## config.mk

```make
export PLATFORM = sky130hd
export DESIGN_NAME = mem_wr_sched
export DESIGN_NICKNAME = d
export VERILOG_FILES = /design/src/rtl/mem_wr_sched_pkg.sv /design/src/rtl/mem_wr_pack.sv /design/src/rtl/mem_wr_sched.sv
export SDC_FILE = /design/constraint.sdc
export NUM_CORES = 1
export LEC_CHECK = 0
export ABC_CLOCK_PERIOD_IN_PS = 4250
export CORE_MARGIN = 2
export CORE_UTILIZATION = 50
export DETAILED_ROUTE_END_ITERATION = 7
export HOLD_SLACK_MARGIN = 0.08
export PLACE_DENSITY_LB_ADDON = 0.25
export SYNTH_ARGS = -nofsm -noshare
export SYNTH_HDL_FRONTEND = slang
export SYNTH_SLANG_ARGS = --single-unit
```

## constraint.sdc

```tcl
create_clock -name clk -period 4.25 [get_ports clk]
set_input_delay 1.0625 -clock clk [delete_from_list [all_inputs] [get_ports clk]]
set_output_delay 1.0625 -clock clk [all_outputs]
set_load 0.005 [all_outputs]
```

## src/rtl/mem_wr_sched_pkg.sv

```systemverilog
// Shared types and constants for the graphics-buffer write-port scheduler.
package mem_wr_sched_pkg;

   typedef enum logic {
      S_IDLE,
      S_CLEAR
   } state_e;

   localparam int unsigned WORDS        = 512;
   localparam int unsigned LANES        = 4;
   localparam logic [7:0]  FILL_VAL_DEF = 8'hFF;

endpackage

```

## src/rtl/mem_wr_pack.sv

```systemverilog
// Byte pack buffer: gathers CPU bytes into one word and raises a pending commit
// when lane 3 is written or a byte targets a different word.
module mem_wr_pack
   import mem_wr_sched_pkg::*;
#(
   parameter logic [7:0]  FILL_VAL = FILL_VAL_DEF,
   parameter int unsigned AW       = 9
) (
   input  logic                 clk,
   input  logic                 rst_n,
   input  logic                 flush_i,
   input  logic                 en_i,
   input  logic                 commit_i,
   input  logic                 b_req_i,
   input  logic [AW+1:0]        b_addr_i,
   input  logic [7:0]           b_data_i,
   output logic                 b_ack_o,
   output logic                 pend_o,
   output logic [AW-1:0]        waddr_o,
   output logic [LANES*8-1:0]   wdata_o
);

   logic [AW-1:0]       addr_q, addr_d;
   logic [LANES*8-1:0]  lane_q, lane_d;
   logic [LANES-1:0]    vld_q, vld_d;
   logic                pend_q, pend_d;
   logic                ack_q, ack_d;

   logic [AW-1:0]       req_word;
   logic [1:0]          req_lane;
   logic                hit;
   logic                open;

   assign req_word = b_addr_i[AW+1:2];
   assign req_lane = b_addr_i[1:0];
   assign hit      = (vld_q == '0) || (req_word == addr_q);
   // A held request is not re-accepted in its own ack cycle.
   assign open     = b_req_i && en_i && !ack_q && !pend_q;

   always_comb begin
      addr_d = addr_q;
      lane_d = lane_q;
      vld_d  = vld_q;
      pend_d = pend_q;
      ack_d  = 1'b0;
      if (flush_i) begin
         vld_d  = '0;
         pend_d = 1'b0;
      end else begin
         if (commit_i) begin
            vld_d  = '0;
            pend_d = 1'b0;
         end
         if (open && hit) begin
            addr_d                    = req_word;
            lane_d[8*req_lane +: 8]   = b_data_i;
            vld_d[req_lane]           = 1'b1;
            ack_d                     = 1'b1;
            if (req_lane == 2'd3) begin
               pend_d = 1'b1;
            end
         end else if (open && !hit) begin
            pend_d = 1'b1;
         end
      end
   end

   always_ff @(posedge clk or negedge rst_n) begin
      if (!rst_n) begin
         addr_q <= '0;
         lane_q <= '0;
         vld_q  <= '0;
         pend_q <= 1'b0;
         ack_q  <= 1'b0;
      end else begin
         addr_q <= addr_d;
         lane_q <= lane_d;
         vld_q  <= vld_d;
         pend_q <= pend_d;
         ack_q  <= ack_d;
      end
   end

   always_comb begin
      wdata_o = {LANES{FILL_VAL}};
      for (int unsigned i = 0; i < LANES; i++) begin
         if (vld_q[i]) begin
            wdata_o[8*i +: 8] = lane_q[8*i +: 8];
         end
      end
   end

   assign b_ack_o = ack_q;
   assign pend_o  = pend_q;
   assign waddr_o = addr_q;

endmodule

```

## src/rtl/mem_wr_sched.sv

```systemverilog
// Write-port scheduler: round-robin between word writer A and packed byte commits,
// plus full-memory clear. Optional stall counter under MEM_WR_SCHED_STATS_EN.
module mem_wr_sched
   import mem_wr_sched_pkg::*;
#(
   parameter logic [7:0]  FILL_VAL   = FILL_VAL_DEF,
   parameter int unsigned DEPTH_LOG2 = 9
) (
   input  logic                    clk,
   input  logic                    rst_n,
   input  logic                    clr_req,
   output logic                    clr_busy,
   output logic                    clr_done,
   input  logic                    a_req,
   input  logic [DEPTH_LOG2-1:0]   a_addr,
   input  logic [31:0]             a_data,
   output logic                    a_ack,
   input  logic                    b_req,
   input  logic [DEPTH_LOG2+1:0]   b_addr,
   input  logic [7:0]              b_data,
   output logic                    b_ack,
   output logic                    wren,
   output logic [DEPTH_LOG2-1:0]   wraddress,
`ifdef MEM_WR_SCHED_STATS_EN
   output logic [31:0]             data,
   output logic [15:0]             stall_cnt
`else
   output logic [31:0]             data
`endif
);

   state_e                  state_q, state_d;
   logic [DEPTH_LOG2-1:0]   cnt_q, cnt_d;
   logic                    wren_q, wren_d;
   logic [DEPTH_LOG2-1:0]   waddr_q, waddr_d;
   logic [31:0]             data_q, data_d;
   logic                    a_ack_q, a_ack_d;
   logic                    done_q, done_d;
   logic                    last_b_q, last_b_d;

   logic                    a_elig, b_elig, gnt_a, gnt_b;
   logic                    flush, b_en;
   logic [DEPTH_LOG2-1:0]   pk_addr;
   logic [31:0]             pk_data;

   assign a_elig = a_req && !a_ack_q;
   assign flush  = (state_q == S_IDLE) && clr_req;
   assign b_en   = (state_q == S_IDLE) && !clr_req;

   mem_wr_pack #(
      .FILL_VAL (FILL_VAL),
      .AW       (DEPTH_LOG2)
   ) u_pack (
      .clk      (clk),
      .rst_n    (rst_n),
      .flush_i  (flush),
      .en_i     (b_en),
      .commit_i (gnt_b),
      .b_req_i  (b_req),
      .b_addr_i (b_addr),
      .b_data_i (b_data),
      .b_ack_o  (b_ack),
      .pend_o   (b_elig),
      .waddr_o  (pk_addr),
      .wdata_o  (pk_data)
   );

   always_comb begin
      state_d  = state_q;
      cnt_d    = cnt_q;
      wren_d   = 1'b0;
      waddr_d  = waddr_q;
      data_d   = data_q;
      a_ack_d  = 1'b0;
      done_d   = 1'b0;
      last_b_d = last_b_q;
      gnt_a    = 1'b0;
      gnt_b    = 1'b0;
      case (state_q)
         S_IDLE: begin
            if (clr_req) begin
               state_d = S_CLEAR;
               cnt_d   = '0;
            end else begin
               // last_b_q set means B won last, so A has priority on contention.
               gnt_a = a_elig && (!b_elig || last_b_q);
               gnt_b = b_elig && !gnt_a;
               if (gnt_a) begin
                  wren_d   = 1'b1;
                  waddr_d  = a_addr;
                  data_d   = a_data;
                  a_ack_d  = 1'b1;
                  last_b_d = 1'b0;
               end else if (gnt_b) begin
                  wren_d   = 1'b1;
                  waddr_d  = pk_addr;
                  data_d   = pk_data;
                  last_b_d = 1'b1;
               end
            end
         end
         S_CLEAR: begin
            wren_d  = 1'b1;
            waddr_d = cnt_q;
            data_d  = {LANES{FILL_VAL}};
            if (cnt_q == '1) begin
               state_d = S_IDLE;
               done_d  = 1'b1;
            end else begin
               cnt_d = cnt_q + 1'b1;
            end
         end
         default: state_d = S_IDLE;
      endcase
   end

   always_ff @(posedge clk or negedge rst_n) begin
      if (!rst_n) begin
         state_q  <= S_IDLE;
         cnt_q    <= '0;
         wren_q   <= 1'b0;
         waddr_q  <= '0;
         data_q   <= '0;
         a_ack_q  <= 1'b0;
         done_q   <= 1'b0;
         last_b_q <= 1'b1;
      end else begin
         state_q  <= state_d;
         cnt_q    <= cnt_d;
         wren_q   <= wren_d;
         waddr_q  <= waddr_d;
         data_q   <= data_d;
         a_ack_q  <= a_ack_d;
         done_q   <= done_d;
         last_b_q <= last_b_d;
      end
   end

`ifdef MEM_WR_SCHED_STATS_EN
   logic [15:0] stall_q;
   logic        stalled;

   assign stalled = (a_elig && !gnt_a) || (b_elig && !gnt_b);

   always_ff @(posedge clk or negedge rst_n) begin
      if (!rst_n) begin
         stall_q <= '0;
      end else if (clr_req) begin
         stall_q <= '0;
      end else if (stalled && (stall_q != '1)) begin
         stall_q <= stall_q + 16'd1;
      end
   end

   assign stall_cnt = stall_q;
`endif

   assign clr_busy  = (state_q == S_CLEAR);
   assign clr_done  = done_q;
   assign a_ack     = a_ack_q;
   assign wren      = wren_q;
   assign wraddress = waddr_q;
   assign data      = data_q;

endmodule

```

Word level (Yosys, flattened, before mapping) --
Index checks and enable logic that the tools add are counted.
Word-level totals: output and inout bits 46, bits of input ports 65, flip-flop bits (word level) 102, word-level logic and storage cells 100
Operators by class: eq/ne operators 7, reduce and logical (&&, ||, !) cells 25, multiplexer cells 45, shift operators 2, bitwise gates (word level) 4, $lt $le $gt $ge 2, add/sub/neg operators 2
Operators by type and width (number):
- two-way mux 32 bit | 3
- case mux 32 bit (2 select lines) | 1
- two-way mux 9 bit | 5
- case mux 9 bit (2 select lines) | 2
- negator 5 -> 34 bit | 1
- variable shift 8 x 34 -> 32 bit (first input constant) | 1
- indexed part select 8 x 34 -> 32 bit | 1
- bitwise mux 32 bit | 1
- two-way mux 8 bit | 4
- two-way mux 1 bit | 22
- two-way mux 4 bit | 4
- logical AND 1 bit | 11
- adder 9 x 1 -> 9 bit (second input constant) | 1
- equality test 9 bit | 1
- equality test 9 bit (second input constant) | 1
- zero test 1 bit | 6
- != test 2 bit (second input constant) | 3
- AND reduction 2 bit | 3
- zero test 4 bit | 1
- bitwise OR 4 bit | 1
- case mux 1 bit (2 select lines) | 2
- < comparator 2 x 3 -> 1 bit (second input constant) | 1
- != test 3 x 1 -> 1 bit (second input constant) | 1
- NOT 1 bit | 3
- 6 further kinds | 7

Longest topological paths before layout --
Gate-level depths: netlist of the first run.
word-level depth 12, depth in mapped cells 9

Cells and area by module --
From an unflattened synthesis of the first run, not the netlist that was laid out.
Unflattened totals: cell total of the unflattened synthesis 483, area, all modules 4893.4 um^2
By module, submodules not included:
- mem_wr_sched | cells an instance 281, area an instance 2638.8 um^2, instances 1
- mem_wr_pack | cells an instance 202, area an instance 2254.7 um^2, instances 1

Worst setup path after synthesis of the first run --
OpenSTA, ideal clock, no wires.
path type input to register, from input b_addr[5], to register u_pack.lane_q[10], arrival 2.229 ns, setup slack 1.878 ns, path buffers 0, cell stages on the path 5, required time 4.108 ns, path through xnor2_1 -> nand3_1 -> nor4_4 -> o211ai_2 -> mux2i_1
On the way: word-level cells in the longest chain between the ends 4
Ends and longest elaborated chain:
- start, declared | RTL line mem_wr_sched.sv:19 | input logic [DEPTH_LOG2+1:0] b_addr,
- equality test 9 bit | RTL line mem_wr_pack.sv:36 | assign hit = (vld_q == '0) || (req_word == addr_q);
- logical OR 1 bit | RTL line mem_wr_pack.sv:36
- logical AND 1 bit | RTL line mem_wr_pack.sv:54 | if (open && hit) begin
- AND reduction 2 bit (no line)
- end signal, assigned | RTL line mem_wr_pack.sv:77 | lane_q <= lane_d;
- end, declared | RTL line mem_wr_pack.sv:24 | logic [LANES*8-1:0] lane_q, lane_d;
Every way passes these cells. A chain may end at the register's enable or synchronous reset.

Worst setup path in the final report of the first run --
from input clr_req, to register u_pack.addr_q[3], in the netlist u_pack.waddr_o[3]
On the way: word-level cells in the longest chain between the ends 7, elaborated cells on any way between the ends 9, classes of those cells bitwise (1); reduce/logical (8)
Ends and longest elaborated chain:
- start, declared | RTL line mem_wr_sched.sv:11 | input logic clr_req,
- zero test 1 bit | RTL line mem_wr_sched.sv:48 | assign b_en = (state_q == S_IDLE) && !clr_req;
- logical AND 1 bit | RTL line mem_wr_sched.sv:48
- logical AND 1 bit (3 in series) | RTL line mem_wr_pack.sv:38 | assign open = b_req_i && en_i && !ack_q && !pend_q;
- logical AND 1 bit | RTL line mem_wr_pack.sv:54
- AND reduction 2 bit (no line) *
- end signal, assigned | RTL line mem_wr_pack.sv:76 | addr_q <= addr_d;
- end, declared | RTL line mem_wr_pack.sv:23 | logic [AW-1:0] addr_q, addr_d;
Mark *: on every way between the ends. The rest lies on a longest branch, timed or not.

==> metrics.md, run 1 <==
| Metric | Value |
|---|---|
| Placed instance area | 0.00614 mm^2 |
| Area growth syn-to-layout | 27.6% |
| CP required | 4.50 ns |
| Setup violations, final | 0 |
| Initial core utilization | 51.2% |
| LEAKAGE | 0.00281 uW |
| CTS Buf Count | 9 |
| Synth top cells by count | dfrtp_1, nand2_1, nor2_1 |
| Yosys warns | 0 |
| Post-synthesis mux area share | 7.78% |
| Core Rows | 36 |
| Fmax | 328 MHz |
| Unrepaired setup endpoints after global routing | no |
| Routed vias | 3920 |
| Critical Path Start | clr_req |
| Routed WL | 12.0 mm |
| Worst-Margin Slew | 0.958 ns |
| Synth area leader | dfrtp_1 |
| Outcome | finished, final reports clean |
| CTS Hold Buffers Added | 0 |
| R2R depth | 4 |
| Critical Path Max Stage Delay | 0.62 ns |
| TNS Setup | 0 ns |
| Die Span X | 104 um |
| Worst Setup Start Kind | primary input |
| Postcts setup bufs | 0 |
| Fraction of the mapped netlist area in adder cells | 2.02% |
| FF-to-FF Start | clr_busy |
| CTS Buffer Depth | 2 |
| Layout cell share with drive strength beyond 1 | 7.92% |
| Initial DRC Count | 146 |
| Worst-path clk slew | 0.10 ns |
| Pwr Total | 2060 uW |
| Final design utilization | 65.3% |
| TritonCTS clock tree | built |
| R2r endpoint | u_pack.waddr_o[3] |
| CTS sink cnt | 102 |
| Worst-path maximum fanout | 13 |
| Yosys cell types | 39 |
| Share of Yosys cell area claimed by the top area cell type | 51.0% |
| Sequential share of the synthesized area | 51.5% |
| GR Util All Layers | 23.2% |
| H-tree levels | 3 |
| Synth Area in Compound Gates | 17.5% |
| Final min period | 3.05 ns |
| Syn_area_per_cell | 10.3 um^2 |
| Most used DFF post-synth | dfrtp_1 |
| Total of max-cap violations | 0 |
| Worst min path class | reg2reg |
| Post-synthesis register bit count | 102 |
| Fillers | 777 |
| DRC errors left | 0 |
| Nets | 649 |
| DP Cell Count | 698 |
| Dpl hpwl | 8.65 mm |
| Gpl congestion | 0.789 |
| Reg2reg setup slack | 1.38 ns |
| Fin cells | 714 |
| Vias in the first global route | 3910 |
| Largest family of logic cells by synthesized area | compound AO/OA/AOI/OAI gates |
| Synth Area in XOR/XNOR | 2.47% |
| First-pass GRT wire length | 20.1 mm |
| Vias per cell | 5.49 |
| CP cell instances | clkdlybuf4s50_1 -> nor2_1 -> and3_1 -> a22oi_2 -> mux2_2 |
| Gr ovfl total | 0 |
| Post-Synth Simple-Gate Area | 13.6% |
| Final period util | 71.8% |
| Final antenna-violating net count | 0 |
| Core ar. | 0.00968 mm^2 |
| VDD IR max | 0.192 mV |
| PwrDens | 326 mW/mm^2 |
| Critical path data arrival time | 3.30 ns |
| Wire per inst | 16.8 um |
| Asr flop ratio synth | 100% |
| Largest net degree at the start of global routing | 80 |
| Syn Nets | 553 |
| Syn Inst Count | 480 |
| Initial antenna violation count | 0 |
| Most common cell in the netlist | dfrtp_1 |
| I/O Pins | 111 |
| Skew-Pair Late Insertion Delay | 0.36 ns |
| Root Driver | clkbuf_8 |
| Die Y | 104 um |
| Slowest cell on the critical path | nor2_1 |
| Hold Vio Cnt, Final | 0 |
| Ant diodes | 0 |
| Kind of critical path | in2reg |
| Setup clock skew after layout | 0.0119 ns |
| Pins Over Slew Limit | 0 |
| Die area | 0.0107 mm^2 |
| Worst Setup End Kind | flip-flop |
| Port bufs | 110 |
| Fin area | 0.00632 mm^2 |
| Post-cts resize count | 0 |
| Number of flops mapped to enable cells by yosys | 0 |
| Drt pass-1 iters | 6 |
| Max-Slew Margin vs Limit | 36.2% |
| Mapped Area | 0.00496 mm^2 |
| CP endpoint | u_pack.waddr_o[3] |
| Synth area leaders | dfrtp_1, o22a_1, mux2i_1, nand2_1, nor2_1 |
[where the power goes]
part	switching, uW	total (uW)	leakage (uW)	internal, uW
clock network	347	569	0.0000959	222
registers	84.0	1130	0.00109	1040
logic	151	366	0.00162	214
total	582	2060	0.00281	1480
[registers in the layout (all words and copies together), names as in the netlist]
register / cells
u_pack.vld_q: 4
last_b_q: 1
data: 32
u_pack.b_ack_o: 1
wren: 1
wraddress: 9
clr_done: 1
a_ack: 1
u_pack.waddr_o: 9
u_pack.pend_o: 1
clr_busy: 1
cnt_q: 9
u_pack.lane_q: 32
[critical path: cells and delay by family]
| kind | cells | cell delay [ns] |
|---|---|---|
| and+or+nand+nor | 2 | 1.09 |
| buffers and inverters | 1 | 0.49 |
| muxes | 1 | 0.35 |
| AOI/OAI and AO/OA | 1 | 0.30 |
[cell type report]
cell class	instances	area, um^2	share of cell area [%]
Clock buffer	9	124	1.96
Clock inverter	7	56.3	0.890
Timing Repair Buffer	116	1140	18.1
Inverter	32	120	1.90
Tap cell	133	166	2.63
Multi-Input combinational cell	315	2160	34.2
Sequential cell	102	2550	40.4
[cells by family (layout without fill, tap and decap cells)]
family                     after synthesis  in the layout
xor gates and xnor gates                14             14
muxes                                   37             37
buffers and inverters                   63            164
and+or+nand+nor                        139            139
DFF                                    102            102
AOI/OAI and AO/OA                      117            117
adders and majority gates                8              8
[placed cells by master, fill, tap and decap left out, drive strengths merged, types with 12 or more instances in the layout]
cell             n
mux2i           25
dfrtp          101
o22a            31
a21oi           14
mux2            12
inv             35
o21ai           29
and3            18
xnor2           13
clkdlybuf4s50  109
nand2           48
nor2            45
a22o            14
[layer usage]
metal | track usage, % | vias up | routed length [um]
li1 | - | 1877 | -
met1 | 33.9 | 1911 | 5700
met2 | 36.6 | 116 | 5540
met3 | 3.52 | 16 | 594
met4 | 6.08 | 0 | 187
met5 | 0 | - | 0
[worst min-delay path by stage]
stage,slack [ns],to,start,depth (start not counted)
final,0.51,data[31],data[31],1
after global routing,0.53,data[1],data[1],1
after CTS,0.52,data[31],data[31],1
after detailed placement,0.49,wraddress[3],wraddress[3],1
after global placement,0.49,u_pack.lane_q[4],u_pack.lane_q[4],1
after floorplan,0.46,u_pack.lane_q[4],u_pack.lane_q[4],1
[through the flow]
stage                     hold WS, ns  worst slack (ns)
after global placement          0.489             0.977
after global routing            0.527              1.04
after CTS                       0.518              1.21
after floorplan                 0.464              1.88
final                           0.513              1.20
after detailed placement        0.493             0.875
(Power assumes the default switching activity.)
==> run 2: changes to the inputs <==
--- a/config.mk
+++ b/config.mk
@@ -5,9 +5,9 @@
 export SDC_FILE = /design/constraint.sdc
 export NUM_CORES = 1
 export LEC_CHECK = 0
-export ABC_CLOCK_PERIOD_IN_PS = 4250
+export ABC_CLOCK_PERIOD_IN_PS = 2800
 export CORE_MARGIN = 2
-export CORE_UTILIZATION = 50
+export CORE_UTILIZATION = 46
 export DETAILED_ROUTE_END_ITERATION = 7
 export HOLD_SLACK_MARGIN = 0.08
 export PLACE_DENSITY_LB_ADDON = 0.25
==> constraint.sdc (replaced) <==
create_clock -name clk -period 2.8 [get_ports clk]
set_input_delay 0.7 -clock clk [delete_from_list [all_inputs] [get_ports clk]]
set_output_delay 0.7 -clock clk [all_outputs]
set_load 0.005 [all_outputs]
==> run 2 against run 1 <==
Against the previous run: clock power grew 53%; final cell count grew 1.8%; combinational power grew 54%; via count shrank 0.10%; worst setup slack lost 0.69 ns; total power grew 53%; highest routed layer unchanged; global-route usage shrank 0.96 points; wire length grew 0.41%; count of clock-buffer cells in the layout grew 2; sequential cell count is the same; design area grew 1.9%; critical path type unchanged.
==> metrics.md, run 2 (synthesized netlist as in run 1, its figures left out) <==
| Metric | Value |
|---|---|
| Nets | 659 (+1.5%) |
| Initial antenna violation count | 0 (unchanged) |
| Worst-path maximum fanout | 8 (-5) |
| Layout cell share with drive strength beyond 1 | 9.31% (+1.4 points) |
| CTS Buf Count | 9 (unchanged) |
| Gr ovfl total | 0 (unchanged) |
| Routed vias | 3916 (-0.10%) |
| Pins Over Slew Limit | 0 (unchanged) |
| LEAKAGE | 0.00287 uW (+2.0%) |
| Vias in the first global route | 3947 (+0.95%) |
| CP cell instances | clkdlybuf4s50_1 -> xnor2_1 -> nand3_1 -> nor4_4 -> buf_4 -> o211ai_2 -> mux2i_1 |
| CTS Buffer Depth | 2 (unchanged) |
| GR Util All Layers | 22.2% (-0.96 points) |
| Dpl ws | 0.161 ns (-0.714 ns) |
| Pwr Total | 3150 uW (+53%) |
| Core Rows | 37 (+2.8%) |
| Reg2reg setup slack | 0.62 ns (-0.76 ns) |
| Setup violations, final | 0 (unchanged) |
| Die Y | 108 um (+4.1%) |
| Kind of critical path | in2reg |
| Worst Setup Start Kind | primary input |
| Max-Slew Margin vs Limit | 54.5% (+18 points) |
| R2R depth | 9 (+5) |
| Worst Setup End Kind | flip-flop |
| Port bufs | 110 (unchanged) |
| Wire per inst | 16.6 um (-1.4%) |
| Commonest non-fill, non-tap cell in the layout | clkdlybuf4s50_1 |
| PwrDens | 488 mW/mm^2 (+50%) |
| VDD IR max | 0.225 mV (+18%) |
| Root Driver | clkbuf_8 |
| Hold Vio Cnt, Final | 0 (unchanged) |
| Dpl hpwl | 8.84 mm (+2.2%) |
| Drt pass-1 iters | 4 (-2) |
| Final period util | 81.8% |
| Initial core utilization | 47.8% (-3.4 points) |
| I/O Pins | 111 (unchanged) |
| Die Span X | 108 um (+4.1%) |
| Gpl congestion | 0.835 (+5.9%) |
| Final antenna-violating net count | 0 (unchanged) |
| Core ar. | 0.0104 mm^2 (+7.1%) |
| Area growth syn-to-layout | 30.0% |
| Vias per cell | 5.39 (-1.9%) |
| Worst min path class | in2async |
| Commonest non-fill, non-tap cells in the layout | clkdlybuf4s50_1, dfrtp_1, nand2_1 |
| Fillers | 859 (+11%) |
| Postcts setup bufs | 0 (unchanged) |
| Total of max-cap violations | 0 (unchanged) |
| Skew-Pair Late Insertion Delay | 0.36 ns (about the same) |
| Largest net degree at the start of global routing | 103 (+29%) |
| Unrepaired setup endpoints after global routing | no |
| CP bufs+invs | 2 (+1) |
| H-tree levels | 3 (unchanged) |
| CTS sink cnt | 102 (unchanged) |
| First-pass GRT wire length | 20.1 mm (about the same) |
| TritonCTS clock tree | built |
| Top Metal Used | met4 |
| DRC errors left | 0 (unchanged) |
| Die area | 0.0116 mm^2 (+8.3%) |
| Critical Path Max Stage Delay | 0.50 ns (-0.12 ns) |
| Worst-path clk slew | 0.10 ns (about the same) |
| CTS Hold Buffers Added | 0 (unchanged) |
| R2r endpoint | cnt_q[5] |
| Ant diodes | 0 (unchanged) |
| Final design utilization | 62.1% (-3.2 points) |
| Met2 WL | 5.63 mm (+1.6%) |
| Final min period | 2.29 ns |
| Fmax | 436 MHz |
| Met1 wire length | 5.67 mm (-0.53%) |
| Critical path data arrival time | 2.50 ns (-0.80 ns) |
| TNS Setup | 0 ns (unchanged) |
| Slowest cell on the critical path | clkdlybuf4s50_1 |
| Metal3 WL | 642 um (+8.1%) |
| Setup ws final | 0.509 ns (-0.689 ns) |
| CP required | 3.00 ns (-1.50 ns) |
| Outcome | finished, final reports clean |
| Post-cts resize count | 0 (unchanged) |
| Worst-Margin Slew | 0.682 ns (-0.276 ns) |
| Setup clock skew after layout | 0.0198 ns (+0.00795 ns) |
| Routed WL | 12.1 mm (+0.41%) |
| Initial DRC Count | 183 (+25%) |
| FF-to-FF Start | cnt_q[0] |
| Crit-path leading delay family | buffers and inverters |
==> run 2: layout make-up <==
| type | instances | area (um^2) | area share (%) |
|---|---|---|---|
| Timing Repair Buffer | 126 | 1260 | 19.5 |
| Clock buffer | 11 | 141 | 2.19 |
| Inverter | 32 | 120 | 1.86 |
| Sequential cell | 102 | 2550 | 39.6 |
| Multi-Input combinational cell | 315 | 2160 | 33.5 |
| Tap cell | 136 | 170 | 2.64 |
| Clock inverter | 5 | 41.3 | 0.641 |
==> run 2: how the worst max path moves through the flow <==
| stage | startpoint | end | slack (ns) | depth (start not counted) |
|---|---|---|---|---|
| 6_report | b_addr[8] | u_pack.lane_q[24] | 0.51 | 7 |
| 5_1_grt | b_addr[1] | u_pack.lane_q[2] | 0.41 | 6 |
| 4_1_cts | b_addr[8] | u_pack.lane_q[24] | 0.54 | 7 |
| 3_5_place_dp | b_addr[8] | u_pack.lane_q[27] | 0.16 | 7 |
| 3_3_place_gp | b_addr[5] | u_pack.lane_q[25] | 0.24 | 7 |
| 2_1_floorplan | b_addr[5] | u_pack.lane_q[10] | 0.79 | 5 |
==> run 2: through the flow <==
| step | std cells | hold slack, ns | cell area (um^2) |
|---|---|---|---|
| 6_report | 727 | 0.379 | 6440 |
| 5_1_grt | 727 | 0.412 | 6440 |
| 4_1_cts | 727 | 0.404 | 6440 |
| 3_5_place_dp | 711 | 0.486 | 6260 |
| 3_3_place_gp | 711 | 0.486 | 6260 |
| 2_1_floorplan | 480 | 0.404 | 4960 |
==> run 2: worst register-to-register path, delay by kind of cell (launching register included) <==
family                   cells  cell delay, ns
flip-flops                   1            0.44
AO/OA/AOI/OAI                1            0.15
AND/OR/NAND/NOR              6            1.03
adder cells (fa/ha/maj)      2            0.51
==> run 2: metal layers <==
layer | track usage, % | vias up
met5 | 0 | -
met4 | 7.51 | 0
met3 | 4.06 | 8
met2 | 33.9 | 98
met1 | 32.0 | 1908
li1 | - | 1902
==> run 2: report_power, final <==
part | leakage, uW | switching, uW | internal [uW]
Sequential | 0.00109 | 126 | 1590
Combinational | 0.00168 | 227 | 336
Clock | 0.0000866 | 517 | 357
==> run 3: changes to the inputs <==
--- a/config.mk
+++ b/config.mk
@@ -5,9 +5,9 @@
 export SDC_FILE = /design/constraint.sdc
 export NUM_CORES = 1
 export LEC_CHECK = 0
-export ABC_CLOCK_PERIOD_IN_PS = 2800
+export ABC_CLOCK_PERIOD_IN_PS = 2160
 export CORE_MARGIN = 2
-export CORE_UTILIZATION = 46
+export CORE_UTILIZATION = 50
 export DETAILED_ROUTE_END_ITERATION = 7
 export HOLD_SLACK_MARGIN = 0.08
 export PLACE_DENSITY_LB_ADDON = 0.25
==> constraint.sdc (replaced) <==
create_clock -name clk -period 2.16 [get_ports clk]
set_input_delay 0.54 -clock clk [delete_from_list [all_inputs] [get_ports clk]]
set_output_delay 0.54 -clock clk [all_outputs]
set_load 0.005 [all_outputs]
==> run 3 against run 2 <==
Against the previous run: sequential cell count unchanged; hold slack lost 0.18 ns; critical path depth unchanged; register-to-register slack lost 0.44 ns; utilization grew 7.4 points; total power increased by 35%; wire length grew 2.5%; design area is 4.5% higher; worst setup slack worse by 0.40 ns; clock skew down 0.0043 ns; clock power increased by 45%; largest cell class unchanged; highest routed layer unchanged.
==> metrics.md, run 3 (synthesized netlist as in run 1, its figures left out) <==
| Metric | Value |
|---|---|
| Outcome | finished, final reports clean |
| Setup clock skew after layout | 0.0155 ns (-0.00429 ns) |
| Worst min path class | in2async |
| Critical path data arrival time | 2.30 ns (-0.20 ns) |
| Final antenna-violating net count | 0 (unchanged) |
| Gr ovfl total | 0 (unchanged) |
| Port bufs | 110 (unchanged) |
| Commonest non-fill, non-tap cell in the layout | clkdlybuf4s50_1 |
| Fmax | 488 MHz |
| Critical Path Start | b_addr[5] |
| Routed vias | 4067 (+3.9%) |
| Nets | 686 (+4.1%) |
| Die area | 0.0107 mm^2 (-7.7%) |
| Reg2reg setup slack | 0.18 ns (-0.44 ns) |
| Kind of critical path | in2reg |
| CTS Buffer Depth | 2 (unchanged) |
| Wire per inst | 16.5 um (-0.81%) |
| Initial core utilization | 51.2% (+3.4 points) |
| Gpl congestion | 0.827 (-1.1%) |
| Max-Slew Margin vs Limit | 58.7% (+4.2 points) |
| I/O Pins | 111 (unchanged) |
| H-tree levels | 3 (unchanged) |
| VDD IR max | 0.372 mV (+65%) |
| LEAKAGE | 0.00303 uW (+5.6%) |
| Die Span X | 104 um (-3.9%) |
| Vias in the first global route | 4065 (+3.0%) |
| CP bufs+invs | 2 (unchanged) |
| R2r endpoint | cnt_q[7] |
| Pwr Total | 4260 uW (+35%) |
| GR Util All Layers | 23.6% (+1.4 points) |
| Core ar. | 0.00968 mm^2 (-6.6%) |
| Final period util | 94.9% |
| Setup ws final | 0.110 ns (-0.399 ns) |
| Core Rows | 36 (-2.7%) |
| Die Y | 104 um (-3.9%) |
| Critical Path Max Stage Delay | 0.51 ns (about the same) |
| TritonCTS clock tree | built |
| Routed WL | 12.4 mm (+2.5%) |
| Final Hold Slack | 0.202 ns (-0.177 ns) |
| R2R depth | 9 (unchanged) |
| Worst-Margin Slew | 0.615 ns (-0.0672 ns) |
| Layout cell share with drive strength beyond 1 | 14.2% (+4.9 points) |
| Dpl hpwl | 9.21 mm (+4.2%) |
| Worst Setup Start Kind | primary input |
| Commonest non-fill, non-tap cells in the layout | clkdlybuf4s50_1, dfrtp_1, nand2_1 |
| Root Driver | clkbuf_8 |
| Setup violations, final | 0 (unchanged) |
| Total of max-cap violations | 0 (unchanged) |
| Largest net degree at the start of global routing | 103 (unchanged) |
| Hold Vio Cnt, Final | 0 (unchanged) |
| Vias per cell | 5.42 (+0.54%) |
| Area growth syn-to-layout | 35.8% |
| Drt pass-1 iters | 4 (unchanged) |
| First-pass GRT wire length | 20.5 mm (+2.3%) |
| Skew-Pair Late Insertion Delay | 0.36 ns (about the same) |
| FF-to-FF Start | cnt_q[1] |
| Ant diodes | 0 (unchanged) |
| Slowest cell on the critical path | clkdlybuf4s50_1 |
| PwrDens | 632 mW/mm^2 (+29%) |
| CTS Buf Count | 9 (unchanged) |
| Crit-path leading delay family | buffers and inverters |
| CTS sink cnt | 102 (unchanged) |
| Initial DRC Count | 169 (-7.7%) |
| Initial antenna violation count | 0 (unchanged) |
| Worst Setup End Kind | flip-flop |
| Pins Over Slew Limit | 0 (unchanged) |
| Dpl ws | -0.357 ns (-0.518 ns) |
| Worst-path maximum fanout | 8 (unchanged) |
| DRC errors left | 0 (unchanged) |
| CP cell instances | clkdlybuf4s50_1 -> xnor2_1 -> nand3_2 -> nor4_4 -> buf_4 -> o211ai_2 -> a22o_1 |
| CP required | 2.41 ns (-0.59 ns) |
| Final min period | 2.05 ns |
| Worst-path clk slew | 0.10 ns (about the same) |
| Final design utilization | 69.5% (+7.4 points) |
run 3: metal layers:
layer	vias up	global-route usage, %	routed length (um)
met1	1994	34.3	5800
met5	-	0	0
met3	15	2.96	655
met2	109	37.4	5730
li1	1949	-	-
met4	0	7.05	187
run 3: layout make-up:
type | count | area (um^2)
Timing Repair Buffer | 153 | 1500
Fill cell | 730 | 2950
Sequential cell | 102 | 2560
Clock inverter | 6 | 75.1
Multi-Input combinational cell | 315 | 2180
Clock buffer | 10 | 138
Inverter | 32 | 120
Tap cell | 133 | 166
run 3: report_power, final:
group | switching (uW) | leakage [uW] | internal, uW
combinational | 312 | 0.00183 | 459
sequential | 160 | 0.00109 | 2060
clock | 682 | 0.000105 | 586
total | 1150 | 0.00303 | 3100
run 3: worst register-to-register path, delay by kind of cell (launching register included):
| kind | cells | cell delay, ns |
|---|---|---|
| compound gates | 1 | 0.14 |
| fa+ha+maj | 2 | 0.42 |
| flops | 1 | 0.45 |
| simple gates | 6 | 0.91 |
run 3: through the flow:
stage	TNS, ns	area, um^2	cells
floorplan	0	4960	480
global placement	-8.37	6490	734
detailed placement	-12.97	6490	734
CTS	0	6700	750
global route	-0.292	6730	751
finish	0	6730	751
run 3: how the worst max path moves through the flow:
| stage | cells past startpoint | endpoint |
|---|---|---|
| final | 7 | u_pack.lane_q[1] |
| after global routing | 6 | u_pack.lane_q[1] |
| after CTS | 7 | u_pack.lane_q[30] |
| after detailed placement | 7 | u_pack.lane_q[29] |
| after global placement | 7 | u_pack.lane_q[27] |
| after floorplan | 9 | cnt_q[5] |
run 3: what timing repair did:
action                                  in CTS  in global routing
hold endpoints to repair                     0                  0
endpoints found under the setup margin       0                 23
gates resized for setup                      0                  7
buffers inserted                             0                  1
hold buffers                                 0                  0
